<file path="src/rtl/trees_pred_packer.sv">
`default_nettype none
// ============================================================================
// Module   : trees_pred_packer
// Brief    : Packs 8-bit class predictions eight-per-word into a FWFT word
//            FIFO and streams ceil(len/8) 64-bit words per burst.
// Revision : 1.0 - initial release
// ============================================================================
module trees_pred_packer #(
    parameter int unsigned N_CLASES   = 32,
    parameter int unsigned MAX_BURST  = 5000,
    parameter int unsigned FIFO_DEPTH = 8
) (
    input  logic        clk,
    input  logic        rst,
    input  logic        start,
    input  logic [31:0] burst_len,
    input  logic        in_valid,
    output logic        in_ready,
    input  logic [7:0]  in_class,
    output logic        out_valid,
    input  logic        out_ready,
    output logic [63:0] out_data,
    output logic        out_last,
    output logic        done,
    output logic        err_class,
    output logic        err_len
);

    localparam int AW = $clog2(FIFO_DEPTH);
    localparam logic [AW:0] PTR_ONE = (AW+1)'(1);

    typedef enum logic [1:0] {
        S_IDLE  = 2'd0,
        S_PACK  = 2'd1,
        S_DRAIN = 2'd2,
        S_DONE  = 2'd3
    } state_t;

    state_t      r_state;
    state_t      w_next;
    logic [31:0] r_len;
    logic [31:0] r_cnt;
    logic [63:0] r_partial;
    logic        r_err_class;
    logic        r_err_len;
    logic [64:0] r_mem [FIFO_DEPTH];
    logic [AW:0] r_wr_ptr;
    logic [AW:0] r_rd_ptr;

    logic        w_empty;
    logic        w_full;
    logic [2:0]  w_lane;
    logic        w_last_sample;
    logic [63:0] w_word;
    logic        w_accept;
    logic        w_push;
    logic        w_pop;
    logic        w_start;
    logic [31:0] w_len_sat;
    logic [64:0] w_head;

    assign w_empty       = (r_wr_ptr == r_rd_ptr);
    assign w_full        = (r_wr_ptr[AW] != r_rd_ptr[AW]) &&
                           (r_wr_ptr[AW-1:0] == r_rd_ptr[AW-1:0]);
    assign w_lane        = r_cnt[2:0];
    assign w_last_sample = (r_cnt == r_len - 32'd1);
    assign w_word        = r_partial | ({56'd0, in_class} << {w_lane, 3'b000});
    assign w_start       = (r_state == S_IDLE) && start;
    assign w_len_sat     = (burst_len > MAX_BURST) ? MAX_BURST : burst_len;

    // in_ready looks only at registered full, never at out_ready
    assign in_ready      = (r_state == S_PACK) && !w_full;
    assign w_accept      = in_valid && in_ready;
    assign w_push        = w_accept && ((w_lane == 3'd7) || w_last_sample);
    assign w_pop         = out_valid && out_ready;

    assign w_head        = r_mem[r_rd_ptr[AW-1:0]];
    assign out_valid     = !w_empty;
    assign out_data      = w_empty ? 64'd0 : w_head[63:0];
    assign out_last      = !w_empty && w_head[64];
    assign done          = (r_state == S_DONE);
    assign err_class     = r_err_class;
    assign err_len       = r_err_len;

    always_ff @(posedge clk or negedge rst) begin
        if (!rst) begin
            r_state <= S_IDLE;
        end else begin
            r_state <= w_next;
        end
    end

    always_comb begin
        w_next = r_state;
        case (r_state)
            S_IDLE:  if (start) w_next = (w_len_sat == 32'd0) ? S_DONE : S_PACK;
            S_PACK:  if (w_accept && w_last_sample) w_next = S_DRAIN;
            S_DRAIN: if (w_pop && out_last) w_next = S_DONE;
            S_DONE:  w_next = S_IDLE;
            default: w_next = S_IDLE;
        endcase
    end

    always_ff @(posedge clk or negedge rst) begin
        if (!rst) begin
            r_len       <= 32'd0;
            r_cnt       <= 32'd0;
            r_partial   <= 64'd0;
            r_err_class <= 1'b0;
            r_err_len   <= 1'b0;
        end else if (w_start) begin
            r_len       <= w_len_sat;
            r_cnt       <= 32'd0;
            r_partial   <= 64'd0;
            r_err_class <= 1'b0;
            r_err_len   <= (burst_len > MAX_BURST);
        end else if (w_accept) begin
            r_cnt     <= r_cnt + 32'd1;
            r_partial <= w_push ? 64'd0 : w_word;
            if ({24'd0, in_class} >= N_CLASES) begin
                r_err_class <= 1'b1;
            end
        end
    end

    // w_push already implies !w_full through in_ready
    always_ff @(posedge clk or negedge rst) begin
        if (!rst) begin
            r_wr_ptr <= '0;
            r_rd_ptr <= '0;
        end else begin
            if (w_push) r_wr_ptr <= r_wr_ptr + PTR_ONE;
            if (w_pop)  r_rd_ptr <= r_rd_ptr + PTR_ONE;
        end
    end

    always_ff @(posedge clk) begin
        if (w_push) begin
            r_mem[r_wr_ptr[AW-1:0]] <= {w_last_sample, w_word};
        end
    end

endmodule
`default_nettype wire

</file>
<file path="config.mk">
export PLATFORM = sky130hd
export DESIGN_NAME = trees_pred_packer
export DESIGN_NICKNAME = d
export VERILOG_FILES = /design/src/rtl/trees_pred_packer.sv
export SDC_FILE = /design/constraint.sdc
export NUM_CORES = 1
export LEC_CHECK = 0
export CORE_MARGIN = 2
export CORE_UTILIZATION = 61
export CTS_CLUSTER_DIAMETER = 50
export DETAILED_ROUTE_END_ITERATION = 16
export GPL_ROUTABILITY_DRIVEN = 1
export PLACE_DENSITY_LB_ADDON = 0.15
export RECOVER_POWER = 25
export SLEW_MARGIN = 20
export SYNTH_ARGS = -nofsm -noshare
export SYNTH_HDL_FRONTEND = slang
export SYNTH_SLANG_ARGS = --single-unit
</file>
<file path="constraint.sdc">
create_clock -name clk -period 13 [get_ports clk]
set_clock_uncertainty 0.15 [all_clocks]
set_input_delay 2.6 -clock clk [delete_from_list [all_inputs] [get_ports clk]]
set_output_delay 2.6 -clock clk [all_outputs]
set_load 0.03 [all_outputs]
</file>
==> metrics.txt <==
Hold Buf Count CTS=0; Skew-Pair Late Insertion Delay=around 0.6 ns; largest area contributor in the synthesized netlist=edfxtp_1; Routed Antenna Nets=0; global-route wire length before repair=91120 um; detailed placer's ending HPWL=~32000 um; WP data required=about 13 ns; vias in the first global route=15549; hold_ws=0.3354 ns; P&R area growth vs syn=13.68%; TritonCTS clock tree=done; busiest layer in global routing=met2; syn_area_per_cell=approximately 17 um2; postcts setup bufs=0; core area=44220 um2; total track usage=26.06%; Clock Tree Buf Depth=3; Wirelength per Cell=around 25 um; TritonCTS Sinks=660; DR pass1 iterations=5; Int Power=approximately 4.4 mW; FP Rows=between 70 and 80; Slew @ Worst Pin=4.380 ns; total wire length=a little under 60000 um; fin crit share=65.77%; Combinational Power Share=between 30 and 40%; cell count after placement=roughly 2200; die area=roughly 47000 um2; Cell Area, Synth=approximately 27000 um2; Post-Syn Instances=between 1500 and 2000; synth warn=0; Final Hold Viols=0; power share of the sequential group=a little over two fifths; PostCTS Resize Cnt=0; M3 GR Usage=4.257%; initial antenna violation count=0; top-count cell post-synth=edfxtp_1; fin. max-slew vios=143; dpl ws=~6.4 ns; Leak=~12 nW; synth unique cells=just over 60; cts bufs inserted=67; fmax=0.1170 GHz; largest net degree at the start of global routing=78; met1 Track Usage GR=between 30% and 40%; initial drt markers=roughly 1400; Antenna Cells=0; M2 GR Usage=between 40% and 50%; share of layout cells above drive strength 1=15.40%; Synth top area share=approximately 57%; CTS H-tree depth=3; Initial Util=61.92%; fin worst setup slack=4.449 ns; clk root buf=clkbuf_16; nets@finish=~1800; FILL cells=2840; Switching Fraction=31.92%; Max IR drop VDD=roughly 0.00016 V; Critical Path Fanout Max=between 70 and 80; Port Buf Inserts=114; GRT overflow=0; flops & latches, synth=660; vias post-DR=around 15000; register clock-pin slew on the reported worst setup and hold paths=approximately 0.06 ns; ys flop type=edfxtp_1; syn_nets=1657; Setup TNS Final=0 ns; Die Ht=roughly 220 um; startpoint types=input port; shortest period the worst path allows=approximately 8.6 ns; GPL Wtd Cong=around 0.86; vias per cell=between 6 and 7; WP buf/inv=2; failing checks=max-capacitance violations, max-slew violations; Hold Crit Class=reg -> reg; Placed Area=approximately 29000 um2; clock network fraction of total power=between 20% and 30%; post-synthesis async set-or-reset flop share=about a fifth; top cells by area, synth=edfxtp_1 (57%), dfrtp_1 (13%), mux4_2 (11%); Critical Path AT=approximately 8.3 ns; Non-Filler Instances=roughly 2400; Max Cap Viol=2; sequential share of the synthesized area=about 70%; I/O pin total=around 120; status=finished, violations left; critical path's top delay family=buffers and inverters; Post-synth EDFFs=520; RSZ-0062 raised after global routing=no; final setup fails=0; Commonest cells post-synth=edfxtp_1 (520), dfrtp_1 (140), mux4_2 (130); most used cell along the critical path=clkbuf_1; critical path endpoint category=asynchronous set/reset pin; Pwr Total=approximately 6.4 mW; Slowest-stage cell, CP=clkbuf_1; pwr/cell area=between 200 and 250 nW/um2; net switching power=just over 2 mW; detailed-route DRC error count=0; width of the die=between 200 and 250 um; WS Path Type=in -> async; Core Util, Final=between 70 and 80%; Rel. slew slack=-192.0%; post-route cell area=approximately 31000 um2; Worst path max stage delay=2.98 ns; worst path cell trace=clkbuf_1 -> clkbuf_1
==> state kept, by name (all words and copies together) (netlist names) <==
register	count
r_mem	520
r_rd_ptr	4
r_len	32
r_state	2
r_partial	64
err_class	1
err_len	1
r_wr_ptr	4
r_cnt	32
==> metal layers <==
layer  up-vias  wire length, um
met5         -                0
met4         0             1487
met3       102             3593
met2       527            29120
met1      7827            24250
li1       6543                -
==> power by group through the flow <==
stage	Sequential [mW]	Clock [mW]	Combinational [mW]
floorplan	2.58	0	1.44
global placement	2.72	0	1.94
global route	2.70	1.90	2.10
CTS	2.69	1.81	1.98
finish	2.68	1.78	1.96
detailed placement	2.73	0	1.97
==> final cells by class <==
cell class / count / area, um2 / area share, %
inverter: 18 / 68.82 / 0.2211
tap: 592 / 740.7 / 2.379
sequential: 660 / 19130 / 61.45
clock buffer: 91 / 1798 / 5.776
clock inverter: 28 / 207.7 / 0.6672
timing repair buffer: 140 / 1323 / 4.248
multi-input combinational: 823 / 7863 / 25.26
==> cell families after synthesis <==
family | synth area share (%)
AOI/OAI and AO/OA | 5.753
xor gates and xnor gates | 2.271
adders and majority gates | 0.4935
buffers and inverters | 1.878
DFF | 69.82
muxes | 13.37
and+or+nand+nor | 6.420
==> worst paths after layout <==
check | from | end | slack, ns | cells past startpoint
setup reg to reg | r_len[3]$_DFFE_PN0P_ | r_mem[3][14]$_DFFE_PP_ | 7.36 | 9
min in group asynchronous | rst | r_cnt[21]$_DFFE_PN0P_ | 3.40 | 1
hold / removal | r_rd_ptr[3]$_DFFE_PN0P_ | r_rd_ptr[3]$_DFFE_PN0P_ | 0.34 | 1
setup / recovery | rst | r_partial[19]$_DFFE_PN0P_ | 4.45 | 2
max in group clk | r_rd_ptr[0]$_DFFE_PN0P_ | out_valid | 5.98 | 6
hold reg to reg | r_rd_ptr[3]$_DFFE_PN0P_ | r_rd_ptr[3]$_DFFE_PN0P_ | 0.34 | 1
==> placed cells by master (no fill, tap or decap), types with 6 or more instances in the layout <==
cell | synthesis | final
clkinv_1 | 0 | 10
inv_1 | 18 | 17
nor3_1 | 25 | 23
clkbuf_16 | 0 | 68
nand2_1 | 39 | 39
and3_1 | 11 | 11
mux2i_1 | 71 | 71
clkbuf_1 | 66 | 26
mux4_2 | 130 | 130
xnor2_1 | 33 | 33
dfrtp_1 | 140 | 137
o21ai_0 | 15 | 15
clkinv_2 | 0 | 10
ha_1 | 10 | 10
xor2_1 | 38 | 38
buf_4 | 0 | 22
or3_1 | 10 | 10
a22o_1 | 35 | 35
nand3_1 | 23 | 23
edfxtp_1 | 520 | 520
and2_1 | 23 | 23
clkdlybuf4s50_1 | 0 | 108
nor4_1 | 22 | 20
a32o_1 | 34 | 34
nor2_1 | 127 | 124
a21oi_1 | 18 | 18
nand4_1 | 13 | 13
a21o_1 | 64 | 64
nand2b_1 | 6 | 6
No activity file was read; power rests on OpenSTA's default activity.
